**src/rtl/fp_exec_pipe_ctrl_pkg.sv**
```systemverilog
// Shared types for the FP execution-stage control pipeline.
// Holds stage-register layout and the wrap-around flush-range check.
package fp_exec_pipe_ctrl_pkg;

    localparam int unsigned FP_EXEC_LATENCY = 4;
    localparam int unsigned AL_INDEX_WIDTH  = 6;
    localparam int unsigned PREG_WIDTH      = 7;

    typedef logic [AL_INDEX_WIDTH-1:0] ALIndex;
    typedef logic [PREG_WIDTH-1:0]     PRegNum;

    typedef struct packed {
        logic   valid;
        ALIndex tag;
        PRegNum dst;
        logic   writesReg;
    } FPExecCtrlStage;

    // Tags wrap, so distances from head are compared modulo 2^AL_INDEX_WIDTH.
    function automatic logic IsInFlushRange(ALIndex t, ALIndex head, ALIndex tail);
        ALIndex off;
        ALIndex len;
        off = t - head;
        len = tail - head;
        return off < len;
    endfunction

endpackage

```
**src/rtl/fp_exec_pipe_ctrl_lane.sv**
```systemverilog
// One FP lane: shift chain of stage registers with kill filtering,
// wakeup/writeback taps and a live-op counter.
module fp_exec_lane_ctrl
    import fp_exec_pipe_ctrl_pkg::*;
#(
    parameter int unsigned LATENCY = FP_EXEC_LATENCY,
    parameter int unsigned CNT_W   = $clog2(LATENCY + 1)
) (
    input  logic             clk,
    input  logic             rst,
    input  logic             stall,
    input  logic             flush,
    input  logic             flushAll,
    input  ALIndex           flushHead,
    input  ALIndex           flushTail,
    input  logic             inValid,
    input  ALIndex           inTag,
    input  PRegNum           inDst,
    input  logic             inWritesReg,
    output logic             wakeupValid,
    output PRegNum           wakeupDst,
    output logic             wbValid,
    output ALIndex           wbTag,
    output PRegNum           wbDst,
    output logic             wbWritesReg,
    output logic [CNT_W-1:0] inFlight
);

    localparam int unsigned WK = LATENCY - 2;
    localparam int unsigned WB = LATENCY - 1;

    FPExecCtrlStage   stage_q [LATENCY];
    FPExecCtrlStage   stage_d [LATENCY];
    logic [CNT_W-1:0] inFlight_q;
    logic [CNT_W-1:0] inFlight_d;
    logic             killIn;

    always_comb begin
        for (int unsigned i = 0; i < LATENCY; i++) begin
            stage_d[i] = stage_q[i];
            if (flushAll || (flush && IsInFlushRange(stage_q[i].tag, flushHead, flushTail))) begin
                stage_d[i].valid = 1'b0;
            end
        end
        killIn = flushAll || (flush && IsInFlushRange(inTag, flushHead, flushTail));
        // The last stage is overwritten on advance, so a retiring op is never re-checked.
        if (!stall) begin
            for (int unsigned i = LATENCY - 1; i > 0; i--) begin
                stage_d[i] = stage_d[i-1];
            end
            stage_d[0] = '{valid: inValid && !killIn, tag: inTag, dst: inDst, writesReg: inWritesReg};
        end
        inFlight_d = '0;
        for (int unsigned i = 0; i < LATENCY; i++) begin
            inFlight_d = inFlight_d + CNT_W'(stage_d[i].valid);
        end
    end

    always_ff @(posedge clk or posedge rst) begin
        if (rst) begin
            for (int unsigned i = 0; i < LATENCY; i++) begin
                stage_q[i] <= '0;
            end
            inFlight_q <= '0;
        end else begin
            for (int unsigned i = 0; i < LATENCY; i++) begin
                stage_q[i] <= stage_d[i];
            end
            inFlight_q <= inFlight_d;
        end
    end

    assign wakeupValid = stage_q[WK].valid && stage_q[WK].writesReg;
    assign wakeupDst   = stage_q[WK].valid ? stage_q[WK].dst : '0;
    assign wbValid     = stage_q[WB].valid;
    assign wbTag       = stage_q[WB].valid ? stage_q[WB].tag : '0;
    assign wbDst       = stage_q[WB].valid ? stage_q[WB].dst : '0;
    assign wbWritesReg = stage_q[WB].valid && stage_q[WB].writesReg;
    assign inFlight    = inFlight_q;

endmodule

```
**src/rtl/fp_exec_pipe_ctrl.sv**
```systemverilog
// FP execution-stage control pipeline: one independent control chain per
// FP issue lane, shadowing the fixed-latency datapath.
module fp_exec_pipe_ctrl #(
    parameter int unsigned FP_ISSUE_WIDTH  = 2,
    parameter int unsigned FP_EXEC_LATENCY = fp_exec_pipe_ctrl_pkg::FP_EXEC_LATENCY,
    parameter int unsigned AL_INDEX_WIDTH  = fp_exec_pipe_ctrl_pkg::AL_INDEX_WIDTH,
    parameter int unsigned PREG_WIDTH      = fp_exec_pipe_ctrl_pkg::PREG_WIDTH
) (
    input  logic                                                         clk,
    input  logic                                                         rst,
    input  logic                                                         stall,
    input  logic [FP_ISSUE_WIDTH-1:0]                                    inValid,
    input  logic [FP_ISSUE_WIDTH-1:0][AL_INDEX_WIDTH-1:0]                inTag,
    input  logic [FP_ISSUE_WIDTH-1:0][PREG_WIDTH-1:0]                    inDst,
    input  logic [FP_ISSUE_WIDTH-1:0]                                    inWritesReg,
    input  logic                                                         flush,
    input  logic                                                         flushAll,
    input  logic [AL_INDEX_WIDTH-1:0]                                    flushHead,
    input  logic [AL_INDEX_WIDTH-1:0]                                    flushTail,
    output logic [FP_ISSUE_WIDTH-1:0]                                    wakeupValid,
    output logic [FP_ISSUE_WIDTH-1:0][PREG_WIDTH-1:0]                    wakeupDst,
    output logic [FP_ISSUE_WIDTH-1:0]                                    wbValid,
    output logic [FP_ISSUE_WIDTH-1:0][AL_INDEX_WIDTH-1:0]                wbTag,
    output logic [FP_ISSUE_WIDTH-1:0][PREG_WIDTH-1:0]                    wbDst,
    output logic [FP_ISSUE_WIDTH-1:0]                                    wbWritesReg,
    output logic [FP_ISSUE_WIDTH-1:0][$clog2(FP_EXEC_LATENCY+1)-1:0]     inFlight
);

    for (genvar l = 0; l < FP_ISSUE_WIDTH; l++) begin : g_lane
        fp_exec_lane_ctrl #(
            .LATENCY (FP_EXEC_LATENCY)
        ) u_lane (
            .clk         (clk),
            .rst         (rst),
            .stall       (stall),
            .flush       (flush),
            .flushAll    (flushAll),
            .flushHead   (flushHead),
            .flushTail   (flushTail),
            .inValid     (inValid[l]),
            .inTag       (inTag[l]),
            .inDst       (inDst[l]),
            .inWritesReg (inWritesReg[l]),
            .wakeupValid (wakeupValid[l]),
            .wakeupDst   (wakeupDst[l]),
            .wbValid     (wbValid[l]),
            .wbTag       (wbTag[l]),
            .wbDst       (wbDst[l]),
            .wbWritesReg (wbWritesReg[l]),
            .inFlight    (inFlight[l])
        );
    end

endmodule

```
**config.mk**
```make
export PLATFORM = sky130hd
export DESIGN_NAME = fp_exec_pipe_ctrl
export DESIGN_NICKNAME = d
export VERILOG_FILES = /design/src/rtl/fp_exec_pipe_ctrl_pkg.sv /design/src/rtl/fp_exec_pipe_ctrl_lane.sv /design/src/rtl/fp_exec_pipe_ctrl.sv
export SDC_FILE = /design/constraint.sdc
export NUM_CORES = 1
export LEC_CHECK = 0
export BUFFER_PORTS_ARGS = -buffer_cell sky130_fd_sc_hd__buf_2
export CORE_MARGIN = 4
export CORE_UTILIZATION = 64
export DETAILED_ROUTE_END_ITERATION = 7
export PLACE_DENSITY = 0.95
export SYNTH_ARGS = -nofsm -noshare
export SYNTH_HDL_FRONTEND = slang
export SYNTH_SLANG_ARGS = --single-unit
```
**constraint.sdc**
```tcl
create_clock -name clk -period 5.53 [get_ports clk]
set_input_delay 0 -clock clk [delete_from_list [all_inputs] [get_ports clk]]
set_output_delay 0 -clock clk [all_outputs]
set_load 0.03 [all_outputs]
```
After elaboration in Yosys (flattened, before gate mapping):

Cells that the tools add are included.

* bits in registers: 126
* bits in latches: 0
* RAM bits: 0
* memory bits (read-only): 0
* memories kept: 0

* add/subtract/negate cells: 17
* multiply operators: 0
* divide/modulo/power cells: 0
* order comparisons: 10
* equal/unequal tests: 0
* shift-type cells: 0
* muxes and demuxes: 16
* bitwise operators: 0
* reductions and logical operators: 28

Operators with widths (count)
* 60-bit two-way mux: 2
* 6-bit subtractor: 11
* 6-bit < comparator: 10
* 7-bit two-way mux: 4
* 1-bit logical AND: 16
* 3-bit by 1-bit adder with 3-bit output: 4
* 6-bit two-way mux: 2
* 1-bit logical OR: 10
* 1-bit two-way mux: 8
* 1-bit by 1-bit adder with 2-bit output: 2
* 1-bit logical NOT: 2

Depth between registers and ports, before layout:

* depth in word-level cells: 10
* depth in mapped cells: 18

Hierarchy:

Synthesis repeated with hierarchy kept, for this count alone.

* cells, all modules: 747
* area total of the unflattened synthesis: 8360.5 um2

By module, submodules not included
* fp_exec_lane_ctrl (g_lane[1].u_lane): instances 1, cells an instance 374, area each 4185.3 um2, sequential area each 1576.5 um2
* fp_exec_lane_ctrl (g_lane[0].u_lane): instances 1, cells an instance 373, area each 4175.3 um2, sequential area each 1576.5 um2

Worst setup path before layout:

OpenSTA, ideal clock, no wires.

* path type: input to register
* start point: input flushHead[1]
* end point: register g_lane[1].u_lane.inFlight_q[1]
* setup time: 0.126 ns
* data arrival time: 3.877 ns
* required time: 5.404 ns
* setup slack: 1.527 ns
* cell stages on the path: 16
* buffers on the path: 0
* cells stage by stage: inv_1 ha_1 nor2b_1 o31ai_1 nand2_1 ha_1 o21ai_0 o21bai_1 maj3_1 a2bb2oi_1 a32o_1 ha_1 inv_1 fa_1 inv_1 ha_1

RTL lines
* from (decl): line fp_exec_pipe_ctrl.sv:18 `input logic [AL_INDEX_WIDTH-1:0] flushHead,`
* to (signal assigned): line fp_exec_pipe_ctrl_lane.sv:69 `inFlight_q <= inFlight_d;`
* to (decl): line fp_exec_pipe_ctrl_lane.sv:34 `logic [CNT_W-1:0] inFlight_q;`

==> flow_metrics.tcl <==
set metrics [dict create \
    grt_pass1_vias 6585 \
    grt_pass1_wl_mm 32.8 \
    synthCells 739 \
    powerDensity_nw_per_um2 349 \
    maxSlewHeadroom 0.410 \
    crit_path_max_incr_delay_ns 0.54 \
    setup_violations 0 \
    crit_arrival_ns 4.39 \
    required_ns 5.83 \
    syn-cell-area_um2 8300 \
    finalNonFillerCells 1049 \
    rsz0062_at_grt "false" \
    layout_common_cells "dfrtp_1 (126), mux2_2 (104), buf_2 (97)" \
    layout-drive-gt1-share 0.293 \
    clockBufferDepth 2 \
    drtAntennaViolNets 0 \
    final_common_cell "dfrtp_1" \
    criticalPathCategory "in -> reg" \
    crit_chain "buf_2, inv_1, ha_1, nor2b_1, o31ai_1, nand2_1, ha_1, o21ai_0, o21bai_1, maj3_1, nand2_1, a2bb2oi_1, a32o_1, ha_1, inv_1, fa_1, inv_1, ha_1" \
    final_core_util 0.776 \
    outcome "complete, no violations" \
    gp_congestion 0.854 \
    post_cts_buffers 0 \
    wirelength_mm 19.9 \
    syn_to_final_growth_pct 18.4 \
    fin_crit_sh 0.740 \
    cp-start-kind "input pin" \
    cts_sinks 126 \
    cp_common_cell "ha_1" \
    yosys.area_share.simple 0.0965 \
    finalMaxSlewViolations 0 \
    ys_ff_latch 126 \
    total_power_uw 3430 \
    synth_top_family_by_area "adder cells" \
    wl_per_cell_um 19.0 \
    synthesis.nets 888 \
    hold_path.class "in -> reg" \
    muxShareOfSynthArea 0.141 \
    cp_slowest_cell "inv_1" \
    clk_pin_slew_ns 0.05 \
    die_y_um 122 \
    first_pass_iters 6 \
    maxCapViolations 0 \
    ir_drop_v 0.000246 \
    post-place-ws_ns 1.10 \
    io_buffers 98 \
    io_pins 99 \
    cts_buffers 17 \
    critPathTopFamily "adder cells" \
    htree_num_levels 4 \
    grt_max_degree 71 \
    finalHoldViolCount 0 \
    cts_tree "done" \
    yosys.area_share.xor_xnor 0.0457 \
    via_per_inst 5.98 \
    antenna_found_initial 0 \
    drc 0 \
    final.setup_skew_ns 0.00787 \
    setup_slack_ns 1.44 \
    end_kind "flip-flop" \
    synth-main-ff-cell "dfrtp_1" \
    vias 6275 \
    syn_area_per_cell_um2 11.2 \
    ys_seq_area_frac 0.380 \
    tightest_slew_ns 0.885 \
    synth_edf_count 0 \
    synth_fa_ha_area_frac 0.178 \
    chipWidth_um 122 \
    yosys_warnings 0 \
    clock_tree.root_cell "clkbuf_16" \
    clock_latency_ns 0.42 \
    start_util 0.655 \
    critPathBufInv 4 \
    gr-total-overflow 0 \
    dpl.hpwl_mm 13.0 \
    yosysUniqueCellTypes 58 \
    track_usage 0.283 \
    synth-compound-area-share 0.123 \
    core_region_area_um2 12700 \
    p_leak_uw 0.00470 \
    dp.cells 986 \
    max_freq_mhz 244 \
    crit_fanout 13 \
    num_rows 41 \
    min_period_ns 4.09 \
    ys_async_sr_fraction 1.00 \
    setup_tns_ns 0 \
    drt-initial-drc-count 481 \
    fp.dieArea_um2 14900 \
    nets 1013 \
]
-- worst reg2reg max path, stage by stage (launching register included) --
cell	delay, ns
dfrtp_1	0.37
inv_1	0.13
ha_1	0.23
inv_1	0.09
fa_1	0.41
xor2_1	0.19
ha_1	0.22
a211oi_1	0.25
o21bai_1	0.13
maj3_1	0.39
nand2_1	0.09
a2bb2oi_1	0.08
a31o_1	0.25
ha_1	0.28
inv_1	0.05
fa_1	0.37
inv_1	0.06
ha_1	0.21
-- final cells by class --
class                           instances  area, um2
Multi-Input combinational cell        549       4860
Sequential cell                       126       3150
Fill cell                             735       2840
Timing Repair Buffer                  133        833
Clock buffer                           18        439
Tap cell                              172        215
Clock inverter                         13        189
Inverter                               37        141
Antenna cell                            1       2.50
-- through the flow --
stage / area (um2) / hold slack, ns
floorplan: 8300 / 0.151
global placement: 8890 / 0.150
detailed placement: 8890 / 0.155
CTS: 9830 / 0.00802
global route: 9830 / 0.0670
finish: 9830 / 0.0329
-- routing by layer --
layer / global-route usage / share of wire / wire length, um
met5: 0 / 0 / 0
met4: 0.113 / 0.026 / 514
met3: 0.0613 / 0.069 / 1370
met2: 0.464 / 0.48 / 9580
met1: 0.369 / 0.42 / 8440
-- final timing paths --
| kind | startpoint | end | slack, ns | depth (start not counted) |
|---|---|---|---|---|
| worst max-delay path | flushHead[1] | g_lane[1].u_lane.inFlight[1] | 1.44 | 18 |
| worst min-delay path | flushAll | g_lane[0].u_lane.wbValid | 0.03 | 3 |
| worst max register to register | g_lane[1].u_lane.stage_q[53] | g_lane[1].u_lane.inFlight[1] | 1.61 | 17 |
| worst min register to register | g_lane[1].u_lane.stage_q[53] | g_lane[1].u_lane.stage_q[53] | 0.49 | 2 |
| max in group asynchronous | rst | g_lane[1].u_lane.stage_q[10] | 3.92 | 4 |
| min in group asynchronous | rst | g_lane[1].u_lane.stage_q[31] | 0.24 | 3 |
-- Yosys cell counts, types with 13 or more instances --
cell type,count,area [um2]
a21o_1,14,105
a21oi_1,24,120
and2_1,47,294
clkbuf_1,14,52.6
dfrtp_1,126,3150
fa_1,13,260
ha_1,89,1110
inv_1,37,139
mux2_2,104,1170
nand2_1,38,143
nor2_1,17,63.8
o21a_1,15,113
o21ai_0,28,140
xor2_1,22,193
-- flip-flops by register name, indices dropped and copies added, names as in the netlist --
register	cells
g_lane.u_lane.stage_q	118
g_lane.u_lane.wbValid	2
g_lane.u_lane.inFlight	6
-- kinds of logic after synthesis --
logic type / count (synthesis)
buf+inv: 64
flops: 126
compound gates: 142
xor+xnor: 39
fa+ha+maj: 112
mux: 104
simple gates: 152
-- power by group --
| part | switching, uW | leakage, uW | internal (uW) |
|---|---|---|---|
| logic | 555 | 0.00288 | 515 |
| clock network | 419 | 0.000302 | 765 |
| registers | 109 | 0.00152 | 1070 |
-- timing repair --
item / 4_1_cts / 5_1_grt
gates resized for setup: 0 / 0
endpoints found under the hold margin: 86 / 0
hold buffers: 31 / 0
(Power assumes the default switching activity.)
